--- src/rtl/axi_slv_rd_sched.sv ---
// AXI slave read scheduler: AR outstanding table, round-robin R bursts, LFSR read data.
module axi_slv_rd_sched #(
  parameter int unsigned AXI_ID_W   = 4,
  parameter int unsigned AXI_DATA_W = 32,
  parameter int unsigned OSTD_NUM   = 4,
  parameter bit          INTERLEAVE = 1'b0,
  parameter logic [31:0] LFSR_SEED  = 32'h0000_0001
) (
  input  logic                        aclk,
  input  logic                        srst,
  input  logic                        in_arvalid,
  output logic                        out_arready,
  input  logic [AXI_ID_W-1:0]         in_arid,
  input  logic [3:0]                  in_arlen,
  output logic                        out_rvalid,
  input  logic                        in_rready,
  output logic [AXI_ID_W-1:0]         out_rid,
  output logic [AXI_DATA_W-1:0]       out_rdata,
  output logic [1:0]                  out_rresp,
  output logic                        out_rlast,
  output logic [$clog2(OSTD_NUM):0]   out_ostd_cnt
);

  localparam int unsigned IDX_W     = $clog2(OSTD_NUM);
  localparam logic [31:0] LFSR_TAPS = 32'h8020_0003;

  typedef enum logic {S_IDLE, S_BURST} state_t;

  state_t              r_state, w_state_nxt;
  logic [OSTD_NUM-1:0] r_vld, r_tail, r_dep_vld;
  logic [AXI_ID_W-1:0] r_id      [OSTD_NUM];
  logic [3:0]          r_len     [OSTD_NUM];
  logic [3:0]          r_beat    [OSTD_NUM];
  logic [IDX_W-1:0]    r_dep_idx [OSTD_NUM];
  logic [IDX_W-1:0]    r_grant, r_rr_ptr, w_grant_nxt;
  logic [31:0]         r_lfsr;
  logic [IDX_W:0]      r_cnt;

  logic                w_free_any, w_tail_hit, w_pick_any;
  logic [IDX_W-1:0]    w_free_idx, w_tail_idx, w_pick_idx, w_base;
  logic [OSTD_NUM-1:0] w_elig;
  logic                w_accept, w_hs, w_last, w_retire;

  assign w_elig       = r_vld & ~r_dep_vld;
  assign out_rvalid   = (r_state == S_BURST);
  assign w_last       = (r_beat[r_grant] == r_len[r_grant]);
  assign out_rlast    = out_rvalid && w_last;
  assign out_rid      = out_rvalid ? r_id[r_grant] : '0;
  assign out_rdata    = r_lfsr[AXI_DATA_W-1:0];
  assign out_rresp    = '0;
  assign out_arready  = !srst && w_free_any;
  assign out_ostd_cnt = r_cnt;
  assign w_hs         = out_rvalid && in_rready;
  assign w_retire     = w_hs && w_last;
  assign w_accept     = in_arvalid && out_arready;

  always_comb begin
    logic [IDX_W-1:0] cand;
    w_free_any = 1'b0;
    w_free_idx = '0;
    w_tail_hit = 1'b0;
    w_tail_idx = '0;
    w_pick_any = 1'b0;
    w_pick_idx = '0;
    cand       = '0;
    w_base     = (r_state == S_IDLE) ? r_rr_ptr : r_grant + 1'b1;
    for (int unsigned i = 0; i < OSTD_NUM; i++) begin
      if (!r_vld[i] && !w_free_any) begin
        w_free_any = 1'b1;
        w_free_idx = IDX_W'(i);
      end
      // A tail retiring this cycle needs no successor link: its burst is already done.
      if (r_vld[i] && r_tail[i] && (r_id[i] == in_arid) &&
          !(w_retire && (r_grant == IDX_W'(i)))) begin
        w_tail_hit = 1'b1;
        w_tail_idx = IDX_W'(i);
      end
    end
    for (int unsigned k = 0; k < OSTD_NUM; k++) begin
      cand = w_base + IDX_W'(k);
      if (!w_pick_any && w_elig[cand] && !((r_state == S_BURST) && (cand == r_grant))) begin
        w_pick_any = 1'b1;
        w_pick_idx = cand;
      end
    end
  end

  always_comb begin
    w_state_nxt = r_state;
    w_grant_nxt = r_grant;
    case (r_state)
      S_IDLE: begin
        if (w_pick_any) begin
          w_state_nxt = S_BURST;
          w_grant_nxt = w_pick_idx;
        end
      end
      S_BURST: begin
        if (w_hs) begin
          if (w_last)
            w_state_nxt = S_IDLE;
          else if (INTERLEAVE && w_pick_any)
            w_grant_nxt = w_pick_idx;
        end
      end
      default: w_state_nxt = S_IDLE;
    endcase
  end

  always_ff @(posedge aclk) begin
    if (srst) begin
      r_state  <= S_IDLE;
      r_grant  <= '0;
      r_rr_ptr <= '0;
      r_lfsr   <= LFSR_SEED;
      r_cnt    <= '0;
    end else begin
      r_state <= w_state_nxt;
      r_grant <= w_grant_nxt;
      if (w_hs)
        r_lfsr <= {1'b0, r_lfsr[31:1]} ^ (r_lfsr[0] ? LFSR_TAPS : '0);
      if (w_retire)
        r_rr_ptr <= r_grant + 1'b1;
      case ({w_accept, w_retire})
        2'b10:   r_cnt <= r_cnt + 1'b1;
        2'b01:   r_cnt <= r_cnt - 1'b1;
        default: r_cnt <= r_cnt;
      endcase
    end
  end

  always_ff @(posedge aclk) begin
    if (srst) begin
      r_vld     <= '0;
      r_tail    <= '0;
      r_dep_vld <= '0;
    end else begin
      for (int unsigned i = 0; i < OSTD_NUM; i++) begin
        if (w_retire && r_dep_vld[i] && (r_dep_idx[i] == r_grant))
          r_dep_vld[i] <= 1'b0;
      end
      if (w_hs && !w_last)
        r_beat[r_grant] <= r_beat[r_grant] + 4'd1;
      if (w_retire)
        r_vld[r_grant] <= 1'b0;
      if (w_accept) begin
        r_vld[w_free_idx]     <= 1'b1;
        r_id[w_free_idx]      <= in_arid;
        r_len[w_free_idx]     <= in_arlen;
        r_beat[w_free_idx]    <= '0;
        r_tail[w_free_idx]    <= 1'b1;
        r_dep_vld[w_free_idx] <= w_tail_hit;
        r_dep_idx[w_free_idx] <= w_tail_idx;
        if (w_tail_hit)
          r_tail[w_tail_idx] <= 1'b0;
      end
    end
  end

endmodule
--- config.mk ---
export PLATFORM = sky130hd
export DESIGN_NAME = axi_slv_rd_sched
export DESIGN_NICKNAME = d
export VERILOG_FILES = /design/src/rtl/axi_slv_rd_sched.sv
export SDC_FILE = /design/constraint.sdc
export NUM_CORES = 1
export LEC_CHECK = 0
export ABC_AREA = 1
export CORE_UTILIZATION = 61
export DETAILED_ROUTE_END_ITERATION = 10
export PLACE_DENSITY = 0.87
export SLEW_MARGIN = 30
export SYNTH_ARGS = -nofsm -noshare
export SYNTH_HDL_FRONTEND = slang
export SYNTH_SLANG_ARGS = --single-unit
export TNS_END_PERCENT = 100
--- constraint.sdc ---
create_clock -name aclk -period 5.5 [get_ports aclk]
set_clock_uncertainty 0.1 [all_clocks]
set_input_delay 1.1 -clock aclk [delete_from_list [all_inputs] [get_ports aclk]]
set_output_delay 1.1 -clock aclk [all_outputs]
set_load 0.005 [all_outputs]
Word-level counts from Yosys, hierarchy flattened:

Memories as Yosys holds them, arrays and structs flattened. A register that Yosys moved wholly into a read port is not among the register bits.
Index checks and enable logic that the tools add are counted.

* add/sub/neg operators: 7
* multiply operators: 0
* divide/modulo/power cells: 0
* magnitude comparators: 10
* equal/unequal tests: 18
* shift operators: 0
* muxes and demuxes: 70
* bitwise gates (word level): 10
* reduce and logical (&&, ||, !) cells: 68

Operators by type and width (count)
* $logic_and 1x1->1: 47
* $mux 1: 38
* $mux 32: 1
* $xor 31x32->32: 1
* $mux 2: 15
* $mux 4: 6
* $lt 2x3->1 const B: 7
* $eq 4x4->1: 5
* $logic_not 1->1: 18
* $eq 2x2->1: 8
* $and 4x4->4: 3
* $not 4->4: 3
* $bmux 1 s2: 4
* $or 4x4->4: 2
* $demux 1 s2: 3
* $eq 2x2->1 const B: 3
* $ge 2x1->1 const B: 3
* $pmux 3 s2: 1
* $add 2x1->2 const B: 2
* $add 2x2->2 const B: 2
* $add 4x1->4 const B: 1
* $bwmux 4: 1
* $eq 2x1->1 const B: 2
* $add 3x1->3 const B: 1
* 6 further kinds: 6

* register bits after elaboration: 52
* bits in latches: 0
* memory bits (writable): 56
* memory bits (read-only): 0
* input port bits: 12
* output and inout bits: 44
* logic and storage cells: 195
* memories kept: 4

Memories
* r_beat: words 4, bits a word 4, read ports 1, clocked after Yosys merged registers in 1, wr ports 2, RTL line 33 `logic [3:0] r_beat [OSTD_NUM];`
* r_id: words 4, bits a word 4, read ports 5, clocked after Yosys merged registers in 1, wr ports 1, RTL line 31 `logic [AXI_ID_W-1:0] r_id [OSTD_NUM];`
* r_len: words 4, bits a word 4, read ports 1, clocked after Yosys merged registers in 1, wr ports 1, RTL line 32 `logic [3:0] r_len [OSTD_NUM];`
* r_dep_idx: words 4, bits a word 2, read ports 4, clocked after Yosys merged registers in 0, wr ports 1, RTL line 34 `logic [IDX_W-1:0] r_dep_idx [OSTD_NUM];`

Longest topological paths before layout:

* depth in word-level cells: 22
* gate-level depth with buffers: 18
* gate-level depth less buffers: 17

Worst setup path after synthesis:

No wires, ideal clock.

* kind: input to register
* start point: in srst
* end point: reg r_cnt[2] (netlist: out_ostd_cnt[2])
* setup time: 0.122 ns
* arrival: 2.590 ns
* required time: 5.278 ns
* slack: 2.687 ns
* stages: 10
* path buffers: 1
* path through: clkbuf_1 > a41oi_1 > nand2_1 > ha_1 > inv_1 > fa_1 > a21oi_1 > o21ai_0 > o21ai_0 > a21oi_1

* word-level cells in the longest chain between the ends: 5
* elaborated cells between the ends (all ways): 7
* classes of those cells: eq/ne (2); mux (1); reduce/logical (4)

RTL lines
* start: declaration: RTL line 10 `input logic srst,`
* $logic_not 1->1 *: RTL line 51 `assign out_arready = !srst && w_free_any;`
* $logic_and 1x1->1 *: RTL line 51
* named net out_arready: RTL line 12 `output logic out_arready,`
* $logic_and 1x1->1 *: RTL line 55 `assign w_accept = in_arvalid && out_arready;`
* $eq 2x1->1 / $eq 2x2->1 (equally long branches): RTL line 124 `case ({w_accept, w_retire})`
* $pmux 3 s2 / $reduce_bool 2->1 (equally long branches)
* end signal: assignment: RTL line 125 `2'b10: r_cnt <= r_cnt + 1'b1;`
* end signal: assignment: RTL line 126 `2'b01: r_cnt <= r_cnt - 1'b1;`
* end signal: assignment: RTL line 127 `default: r_cnt <= r_cnt;`
* end: declaration: RTL line 37 `logic [IDX_W:0] r_cnt;`

Mark *: on every way through the listed nets, which the timed path passes. The rest lies on a longest branch.
A chain may end at the register's enable or synchronous reset.

==> results by group <==
Run status
  – Status: finished, final reports clean

Logic synthesis
  – Yosys reg bits: 110
  – Biggest area consumer among synthesized cells: dfxtp_1
  – Post-Syn Area: 5140 µm²
  – Avg Synthesized Cell Area: 7.97 µm²
  – Top post-synthesis cells by area: dfxtp_1 27%, edfxtp_1 23%, nand2_1 12%
  – Syn. warnings: 0
  – Sequential element share of the synthesized area: 0.507
  – Yosys cell types: 41
  – Cell count after synthesis: 645
  – Top cell type's share of synthesized area: 0.273

Setup path
  – Slowest stage delay, CP: 0.80 ns
  – Cell breakdown of the critical path: inv_1 > nand3_1 > nand2_1 > nand2_1 > nand2_1 > nor2_2 > nand2_1 > nor2_1 > clkdlybuf4s50_1
  – WS Path Type: register to output pin
  – Worst path top cell family by delay: simple AND/OR/NAND/NOR gates
  – Crit-path most repeated cell: nand2_1
  – CP required: 4.30 ns
  – Startpoint types: register
  – Crit end category: output pin
  – CP bufs+invs: 2
  – Worst EP arrival: 3.10 ns
  – Peak fanout along the critical path: 20
  – Highest-delay cell along the critical path: dfxtp_1

Power and ir drop
  – Internal power: 0.00149 W
  – Clock power frac: 0.201
  – Leak: 2.37 nW
  – Max VDD drop: 0.000239 V
  – NetSw: 0.000947 W
  – Switch share: 0.388
  – PwrDens: around 410 nW/µm²
  – Comb power frac: 0.367
  – Reg power frac: 0.432

Floorplanning
  – Io pins: 56
  – Rows: 33
  – Core area: 8180 µm²
  – Die W: 93.8 µm
  – Die Span Y: 93.8 µm
  – Die area: 8790 µm²
  – Effective utilization at floorplan: 0.628

Routing
  – Final WL: 11700 µm
  – Top sig layer: met4
  – DRC: 0
  – Met2 wire len: 5680 µm
  – M1 wire length: 4940 µm
  – DRT antenna net count: 0
  – Routed length on met3: 729 µm
  – DR WL/cell: 14.6 µm
  – Vias/cell: 5.62
  – First-pass iteration count of the detailed router: 6
  – DRT iter0 DRCs: 304
  – DR vias: ~4500

Layout
  – Area delta synth->final: 14.6%
  – Final Instance Area: 5890 µm²
  – Post-route insts no fill: roughly 800
  – Final Net Count: 706
  – Inserted Diodes: 0
  – Share of post-route cells with drive strength above 1: 0.0491
  – Register area: 2600 µm²
  – Fin util: 0.720
  – Multi-input logic area: 2220 µm²
  – Fillers: about 630

Timing
  – Final setup viols: 0
  – Max frequency: ~230 MHz
  – Least-Margin Pin Slew: 0.766 ns
  – Slew Viols, Final: 0
  – RSZ-0062 raised after global routing: false
  – Final Hold Fails: 0
  – Rel. slew slack: 0.488
  – Fin crit share: 0.782
  – Setup_tns: 0 ns
  – Tmin final: 4.30 ns

Placement
  – Placed cell areas: 5690 µm²
  – # port buffers: 53
  – DP HPWL: 7980 µm
  – Placed Cells incl. Taps: 781
  – Routability cong.: about 0.93

Job
  – Max Cap Viol: 0

Clocking
  – Clk pin slew, worst setup/hold paths: ~0.11 ns
  – Clk sinks: 110
  – Hold-fix buffer count after cts: 0
  – CTS buffer count: 9
  – CTS tree: done
  – Clock insertion delay at the later pin of the skew report: 0.38 ns
  – Postcts setup bufs: 0
  – Maximum clock insertion buffer count: 2
  – CTS root buf: clkbuf_8
  – PostCTS Resize Cnt: 0
  – Htree depth: 3

Global routing
  – Antenna violations before repair: 0
  – First-pass GRT wire length: 19400 µm
  – Total GRT Usage: 0.287
  – GR Overflow Total: 0
  – Vias in the first global route: about 4200
  – Largest net degree at the start of global routing: 48

Min path
  – HP Class: register to register
[stage by stage]
step	setup slack, ns	total power (W)	hold WS (ns)
CTS	1.23	0.00244	0.373
global placement	1.47	0.00192	0.351
finish	1.20	0.00244	0.374
global route	0.929	0.00261	0.394
floorplan	2.69	0.00168	0.341
detailed placement	1.41	0.00195	0.358
[synthesized netlist by cell type, drive strengths merged]
master,n
a221oi,1
nand3,48
conb,1
inv,46
nor3,2
o22ai,4
o21ai,65
nand2,162
a41oi,1
or2,1
a211oi,1
a21oi,49
nor4,2
clkinv,4
buf,15
o211ai,2
o2111ai,2
edfxtp,40
nand4,3
xor2,11
o21a,1
clkbuf,10
nor2,88
a21boi,2
o21bai,1
ha,6
dfxtp,70
o221ai,1
fa,1
xnor2,5
[worst min-delay path, stage by stage, from the launching register on]
cell and delay [ns]:
dfxtp_1 0.33, nand2_1 0.06, a21oi_1 0.05
[kinds of logic (layout without fill, tap and decap cells)]
group | Yosys count | in the layout | synth area share
AO/OA/AOI/OAI | 130 | 130 | 0.138
XOR/XNOR | 16 | 16 | 0.0273
adder cells (fa/ha/maj) | 7 | 7 | 0.0185
buffers and inverters | 75 | 121 | 0.0626
flip-flops | 110 | 110 | 0.507
other | 1 | 2 | 0.000730
AND/OR/NAND/NOR | 306 | 306 | 0.246
[power by group through the flow]
stage                     logic, W  clock network (W)  registers, W
after floorplan           0.000652                  0       0.00103
after global placement    0.000856                  0       0.00106
after detailed placement  0.000886                  0       0.00107
after CTS                 0.000893           0.000501       0.00105
after global routing       0.00101           0.000533       0.00107
final                     0.000896           0.000490       0.00105
[metal layers]
layer / vias to the layer above / track usage
met3: 30 / 0.0405
li1: 2210 / -
met4: 0 / 0.142
met2: 165 / 0.482
met1: 2077 / 0.362
met5: - / 0
[path summary, 6_finish.rpt]
check / cells after the start / startpoint / slack (ns) / end
worst max-delay path: 9 / register / 1.20 / out_rlast
worst max register to register: 15 / register / 2.02 / out_ostd_cnt[2]$_SDFFE_PP0P_
worst min register to register: 2 / r_beat[0][0]$_SDFFE_PP0P_ / 0.37 / r_beat[0][0]$_SDFFE_PP0P_
worst min-delay path: 2 / r_beat[0][0]$_SDFFE_PP0P_ / 0.37 / r_beat[0][0]$_SDFFE_PP0P_
[flip-flops by register name, indices dropped and copies added (netlist names), named ones only]
| name | cells |
|---|---|
| r_vld | 4 |
| out_rvalid | 1 |
| r_tail | 4 |
| r_rr_ptr | 2 |
| out_ostd_cnt | 3 |
| r_dep_vld | 4 |
| r_dep_idx | 8 |
| r_grant | 2 |
| r_id | 16 |
| r_beat | 16 |
| r_len | 16 |
| out_rdata | 32 |
[cell usage in the layout, fill, tap and decap left out, types with 2 or more instances in the layout]
| master | synthesis | layout |
|---|---|---|
| nand2_1 | 160 | 160 |
| nor2_1 | 84 | 84 |
| dfxtp_1 | 70 | 70 |
| o21ai_0 | 62 | 62 |
| clkdlybuf4s50_1 | 0 | 53 |
| a21oi_1 | 49 | 49 |
| nand3_1 | 47 | 47 |
| inv_1 | 43 | 42 |
| edfxtp_1 | 40 | 40 |
| xor2_1 | 11 | 11 |
| clkbuf_8 | 0 | 10 |
| ha_1 | 6 | 6 |
| xnor2_1 | 5 | 5 |
| inv_2 | 3 | 4 |
| o22ai_1 | 4 | 4 |
| nand4_1 | 3 | 3 |
| clkinv_1 | 3 | 3 |
| clkinv_4 | 0 | 3 |
| nor2_4 | 2 | 2 |
| nor2_2 | 2 | 2 |
| o2111ai_1 | 2 | 2 |
| o21ai_2 | 2 | 2 |
| nand2_2 | 2 | 2 |
| o211ai_1 | 2 | 2 |
| nor3_1 | 2 | 2 |
| nor4_1 | 2 | 2 |
| a21boi_0 | 2 | 2 |
| conb_1 | 1 | 2 |
| inv_8 | 0 | 2 |
| buf_4 | 5 | 2 |
[layout make-up]
type                            count  share of cell area
Clock buffer                       10              0.0234
Clock inverter                      6              0.0110
Inverter                           50              0.0321
Multi-Input combinational cell    461               0.377
Sequential cell                   110               0.442
Tap cell                          105              0.0223
Timing Repair Buffer               55              0.0926
(Power assumes the default switching activity.)
